$ cat src/rtl/heartbeat_gen.sv
// Heartbeat animation for an N-digit 7-segment bank: bars move outward from the
// centre digit pair and are followed by rest steps. Runs continuously or as a one-shot.
module heartbeat_gen #(
  parameter int N_DIGITS   = 6,
  parameter int BASE_TICKS = 5_000_000,
  parameter int REST_STEPS = 2,
  parameter int RATE_W     = 2,
  parameter int ACTIVE_LOW = 1
) (
  input  logic                  clk,
  input  logic                  rst,
  input  logic                  en,
  input  logic                  mode,
  input  logic                  trig,
  input  logic [RATE_W-1:0]     rate_sel,
  output logic [8*N_DIGITS-1:0] seg,
  output logic                  beat_start,
  output logic                  busy
);

  localparam int M         = N_DIGITS / 2;
  localparam int T         = M + 1 + REST_STEPS;
  localparam int MAX_TICKS = BASE_TICKS * (2 ** RATE_W);
  localparam int TICK_W    = (MAX_TICKS > 1) ? $clog2(MAX_TICKS) : 1;
  localparam int STEP_W    = (T > 1) ? $clog2(T) : 1;

  localparam logic [7:0] OFF  = (ACTIVE_LOW != 0) ? 8'hFF : 8'h00;
  localparam logic [7:0] LBAR = (ACTIVE_LOW != 0) ? 8'hCF : 8'h30;
  localparam logic [7:0] RBAR = (ACTIVE_LOW != 0) ? 8'hF9 : 8'h06;

  typedef enum logic {IDLE, RUN} state_t;

  state_t                state, state_nx;
  logic [STEP_W-1:0]     step, step_nx;
  logic [TICK_W-1:0]     tick, tick_nx, tick_last;
  logic [RATE_W-1:0]     rate_q, rate_nx;
  logic [8*N_DIGITS-1:0] seg_nx;

  // Step length is locked to the rate latched at the start of each beat.
  assign tick_last = TICK_W'(BASE_TICKS * (int'(rate_q) + 1) - 1);

  always_ff @(posedge clk) begin
    if (rst) begin
      state  <= IDLE;
      step   <= '0;
      tick   <= '0;
      rate_q <= '0;
    end else begin
      state  <= state_nx;
      step   <= step_nx;
      tick   <= tick_nx;
      rate_q <= rate_nx;
    end
  end

  always_comb begin
    state_nx = state;
    step_nx  = step;
    tick_nx  = tick;
    rate_nx  = rate_q;
    case (state)
      IDLE: begin
        if (en && (!mode || trig)) begin
          state_nx = RUN;
          step_nx  = '0;
          tick_nx  = '0;
          rate_nx  = rate_sel;
        end
      end
      RUN: begin
        if (!en) begin
          state_nx = IDLE;
          step_nx  = '0;
          tick_nx  = '0;
        end else if (tick == tick_last) begin
          tick_nx = '0;
          if (step == STEP_W'(T - 1)) begin
            step_nx = '0;
            if (mode) state_nx = IDLE;
            else      rate_nx  = rate_sel;
          end else begin
            step_nx = step + STEP_W'(1);
          end
        end else begin
          tick_nx = tick + TICK_W'(1);
        end
      end
      default: state_nx = IDLE;
    endcase
  end

  // Step 0 puts the bars on the centre pair facing out; step 1 swaps them;
  // later active steps push the bars one digit further from the centre.
  always_comb begin
    seg_nx = {N_DIGITS{OFF}};
    if (state == RUN) begin
      for (int d = 0; d < N_DIGITS; d++) begin
        if (step == '0) begin
          if (d == M)          seg_nx[8*d +: 8] = LBAR;
          else if (d == M - 1) seg_nx[8*d +: 8] = RBAR;
        end else if (step == STEP_W'(1)) begin
          if (d == M)          seg_nx[8*d +: 8] = RBAR;
          else if (d == M - 1) seg_nx[8*d +: 8] = LBAR;
        end else if (int'(step) <= M) begin
          if (d == M + int'(step) - 1) seg_nx[8*d +: 8] = RBAR;
          else if (d == M - int'(step)) seg_nx[8*d +: 8] = LBAR;
        end
      end
    end
  end

  always_ff @(posedge clk) begin
    if (rst) begin
      seg        <= {N_DIGITS{OFF}};
      busy       <= 1'b0;
      beat_start <= 1'b0;
    end else begin
      seg        <= seg_nx;
      busy       <= (state == RUN);
      beat_start <= (state == RUN) && (step == '0) && (tick == '0);
    end
  end

endmodule

$ cat config.mk
export PLATFORM = sky130hd
export DESIGN_NAME = heartbeat_gen
export DESIGN_NICKNAME = d
export VERILOG_FILES = /design/src/rtl/heartbeat_gen.sv
export SDC_FILE = /design/constraint.sdc
export NUM_CORES = 1
export LEC_CHECK = 0
export CORE_MARGIN = 2
export CORE_UTILIZATION = 30
export CTS_BUF_LIST = sky130_fd_sc_hd__clkbuf_4 sky130_fd_sc_hd__clkbuf_8 sky130_fd_sc_hd__clkbuf_16
export CTS_CLUSTER_SIZE = 30
export DETAILED_ROUTE_END_ITERATION = 8
export PLACE_DENSITY = 0.52
export SLEW_MARGIN = 20
export SYNTH_ARGS = -nofsm -noshare
export SYNTH_HDL_FRONTEND = slang
export SYNTH_SLANG_ARGS = --single-unit
$ cat constraint.sdc
create_clock -name clk -period 5.65 [get_ports clk]
set_input_delay 0.8475 -clock clk [delete_from_list [all_inputs] [get_ports clk]]
set_output_delay 0.8475 -clock clk [all_outputs]
set_load 0.005 [all_outputs]
==> flow_results.xml <==
<?xml version="1.0" encoding="UTF-8"?>
<metrics>
  <group name="synthesis">
    <metric name="yosysMostFrequentCell" unit="">sky130_fd_sc_hd__dfxtp_1</metric>
    <metric name="yosys_most_used_dff" unit="">sky130_fd_sc_hd__dfxtp_1</metric>
    <metric name="synth_top_area_share" unit="">0.3019</metric>
    <metric name="yosys-top-cells-count" unit="">sky130_fd_sc_hd__dfxtp_1 (42), sky130_fd_sc_hd__buf_4 (40), sky130_fd_sc_hd__nor2_1 (35)</metric>
    <metric name="largest_area_contributor_in_the_netlist" unit="">sky130_fd_sc_hd__dfxtp_1</metric>
    <metric name="synth-edff-count" unit="">0</metric>
    <metric name="synth.area.top_cells" unit="">sky130_fd_sc_hd__dfxtp_1 (30%), sky130_fd_sc_hd__buf_4 (11%), sky130_fd_sc_hd__xnor2_1 (6.6%)</metric>
    <metric name="netlist-cell-type-count" unit="">46</metric>
    <metric name="synthesis.area" unit="sq mm">0.002785</metric>
    <metric name="ys_seq_area_frac" unit="">0.3019</metric>
    <metric name="synth.yosys.warnings" unit="">0</metric>
    <metric name="post_synth.cell_area_avg" unit="sq um">8.144</metric>
    <metric name="postSynthRegisterBits" unit="">42</metric>
    <metric name="postSynth.asyncResetShare" unit="">0</metric>
    <metric name="post_synth_inst_count" unit="">342</metric>
  </group>
  <group name="timing">
    <metric name="max-slew-margin-rel" unit="">0.4647</metric>
    <metric name="totalNegativeSetupSlack" unit="ps">0</metric>
    <metric name="max_slew.worst_pin.slew" unit="ps">801.3</metric>
    <metric name="final-max-slew-violation-count" unit="">0</metric>
    <metric name="finClkSkew" unit="ps">7.422</metric>
    <metric name="finalCriticalPeriod" unit="ps">4083</metric>
    <metric name="final_hold_fails" unit="">0</metric>
    <metric name="final.hold.worst_slack" unit="ps">509.6</metric>
    <metric name="max_freq" unit="MHz">244.9</metric>
    <metric name="report.final.setup_viol" unit="">0</metric>
    <metric name="final.period_utilization" unit="">0.7226</metric>
    <metric name="rsz0062_at_grt" unit="">no</metric>
  </group>
  <group name="route">
    <metric name="post_drt_wl_per_cell" unit="um">12.83</metric>
    <metric name="drt-initial-drc-count" unit="">165</metric>
    <metric name="avgViaCountPerCell" unit="">4.740</metric>
    <metric name="first_pass_iters" unit="">4</metric>
    <metric name="drc" unit="">0</metric>
    <metric name="routed_wirelength" unit="um">5968</metric>
    <metric name="antenna_left" unit="">0</metric>
    <metric name="vias" unit="">2204</metric>
  </group>
  <group name="run">
    <metric name="cap_violations" unit="">0</metric>
  </group>
  <group name="grt">
    <metric name="antenna_violations_before_repair" unit="">0</metric>
    <metric name="vias_in_the_first_global_route" unit="">1980</metric>
    <metric name="grt_pass1_wl" unit="um">10020</metric>
    <metric name="track_usage" unit="">0.1255</metric>
    <metric name="globalRouteOverflowTotal" unit="">0</metric>
    <metric name="grt_max_degree" unit="">20</metric>
  </group>
  <group name="final_layout">
    <metric name="area.growth.synth_to_final" unit="%">9.165</metric>
    <metric name="n_fill_cell" unit="">1000</metric>
    <metric name="final_design_area_no_fill" unit="sq mm">0.003040</metric>
    <metric name="nets" unit="">374</metric>
    <metric name="drive_gt1_frac" unit="">0.03672</metric>
    <metric name="antenna_cells_inserted" unit="">0</metric>
    <metric name="finish.utilization" unit="">0.3338</metric>
  </group>
  <group name="clock_network">
    <metric name="h-tree-depth" unit="">2</metric>
    <metric name="ctsHoldBuffers" unit="">0</metric>
    <metric name="cts_inserted_buffers" unit="">5</metric>
    <metric name="numClockSinks" unit="">42</metric>
    <metric name="cts_resized" unit="">0</metric>
    <metric name="clk_pin_slew_worst_paths" unit="ps">80</metric>
    <metric name="cts-root-buf" unit="">sky130_fd_sc_hd__clkbuf_8</metric>
    <metric name="cts_tree" unit="">done</metric>
    <metric name="post_cts.repair.setup_buffers" unit="">0</metric>
    <metric name="clock_latency" unit="ps">300</metric>
    <metric name="clock_tree.buffer_depth" unit="">2</metric>
  </group>
  <group name="pwr">
    <metric name="cellLeakagePower" unit="nW">1.132</metric>
    <metric name="power_report.internal_total" unit="W">0.0004127</metric>
    <metric name="p_sw_frac" unit="">0.2738</metric>
    <metric name="power.density" unit="mW/mm^2">186.9</metric>
    <metric name="combPwrFrac" unit="">0.113</metric>
    <metric name="vdd_drop_max" unit="mV">0.1031</metric>
    <metric name="power.share.sequential" unit="">0.532</metric>
    <metric name="power_frac_clock" unit="">0.354</metric>
    <metric name="net_switching_power_figure" unit="W">0.0001556</metric>
  </group>
  <group name="floorplan">
    <metric name="num_rows" unit="">35</metric>
    <metric name="dieHeight" unit="um">100.4</metric>
    <metric name="total_die_area" unit="sq mm">0.01007</metric>
    <metric name="start_util" unit="">0.3058</metric>
    <metric name="boundaryPins" unit="">57</metric>
    <metric name="dieWidth" unit="um">100.4</metric>
    <metric name="core_area" unit="sq mm">0.009109</metric>
  </group>
  <group name="critical_path">
    <metric name="r2r_setup_slack" unit="ps">1570</metric>
    <metric name="critPathArrivalTime" unit="ps">4250</metric>
    <metric name="crit_path_max_fanout" unit="">19</metric>
    <metric name="critical_path_class" unit="">flop to flop</metric>
    <metric name="cp-end-kind" unit="">flop</metric>
    <metric name="required" unit="ps">5810</metric>
    <metric name="worst_setup_path_start_kind" unit="">flop</metric>
  </group>
  <group name="place">
    <metric name="placed_cell_area" unit="sq mm">0.002953</metric>
    <metric name="port_buffer_count" unit="">28</metric>
    <metric name="hpwl" unit="um">4626</metric>
    <metric name="place.gp.congestion" unit="">0.8280</metric>
  </group>
  <group name="worst_hold_path">
    <metric name="min_path_type" unit="">flop to flop</metric>
  </group>
  <group name="status">
    <metric name="status" unit="">finished clean</metric>
  </group>
</metrics>
==> kinds of logic (layout without fill, tap and decap cells) <==
logic type      after synthesis  after routing  synth area share
simple gates                151            151            0.2794
buf+inv                      64             49            0.1442
flops                        42             42            0.3019
xor+xnor                     35             35            0.1150
compound gates               31             31           0.08086
fa+ha+maj                    14             14           0.06289
mux                           4              4           0.01438
other cells                   1             28          0.001346
==> worst max-delay path, stage by stage, from the launching register on <==
cell,delay (ps)
sky130_fd_sc_hd__dfxtp_1,720
sky130_fd_sc_hd__inv_1,210
sky130_fd_sc_hd__ha_1,500
sky130_fd_sc_hd__xnor2_1,190
sky130_fd_sc_hd__ha_1,340
sky130_fd_sc_hd__nand3b_2,240
sky130_fd_sc_hd__a21oi_2,170
sky130_fd_sc_hd__xnor3_1,350
sky130_fd_sc_hd__nor4_2,360
sky130_fd_sc_hd__nand2_2,220
sky130_fd_sc_hd__a21oi_4,470
sky130_fd_sc_hd__o32ai_1,160
==> flip-flops by register name (all words and copies together), names as in the netlist <==
register,cells
tick,25
rate_q,2
step,3
beat_start,1
seg,9
busy,1
state,1
==> placed cells by master, fill, tap and decap left out, drive strengths merged, types with 5 or more instances in the layout <==
cell type | Yosys | final
a21oi | 7 | 7
and3 | 9 | 9
clkbuf | 7 | 5
clkdlybuf4s50 | 0 | 28
conb | 1 | 28
dfxtp | 42 | 42
ha | 14 | 14
inv | 13 | 14
nand2 | 33 | 33
nand3 | 20 | 20
nand4 | 7 | 7
nor2 | 35 | 35
nor3 | 9 | 9
nor3b | 6 | 6
nor4 | 10 | 10
xnor2 | 21 | 21
xor2 | 13 | 13
==> final cells by class <==
class	count	area, sq um	area share
flip-flops and latches	42	840.8	0.2765
repair buffers	28	280.3	0.09218
clock buffers	5	68.82	0.02263
multi-input cells	263	1644	0.5407
inverters	13	48.80	0.01605
clock inverters	3	18.77	0.006173
well taps	111	138.9	0.04568
==> power groups by stage <==
stage          logic (W)  registers (W)  clock network (W)
5_1_grt        0.0000719       0.000304           0.000226
3_5_place_dp   0.0000644       0.000310                  0
2_1_floorplan  0.0000631       0.000308                  0
3_3_place_gp   0.0000644       0.000310                  0
6_report       0.0000643       0.000303           0.000201
4_1_cts        0.0000649       0.000303           0.000209
==> stage by stage <==
step	power [W]	setup WS (ps)	instances
after floorplan	0.0003711	2236	369
after global placement	0.0003740	1663	457
after detailed placement	0.0003742	1540	457
after CTS	0.0005764	1505	465
after global routing	0.0006017	1171	465
final	0.0005683	1567	465
==> metal layers <==
layer  vias to the layer above  routed length [um]  track usage
met5                         -                   0            0
met1                      1005                2956       0.1783
met3                        12                 235      0.02089
li1                       1127                   -            -
met4                         0                 134      0.05269
met2                        60                2641       0.1874
==> path summary, 6_finish.rpt <==
path / startpoint / end / cells past startpoint
hold / removal: step[0] / seg[10] / 1
setup reg to reg: rate_q[0] / step[2] / 11
setup / recovery: rate_q[0] / step[2] / 11
hold reg to reg: step[0] / seg[10] / 1
(Power assumes the default switching activity.)
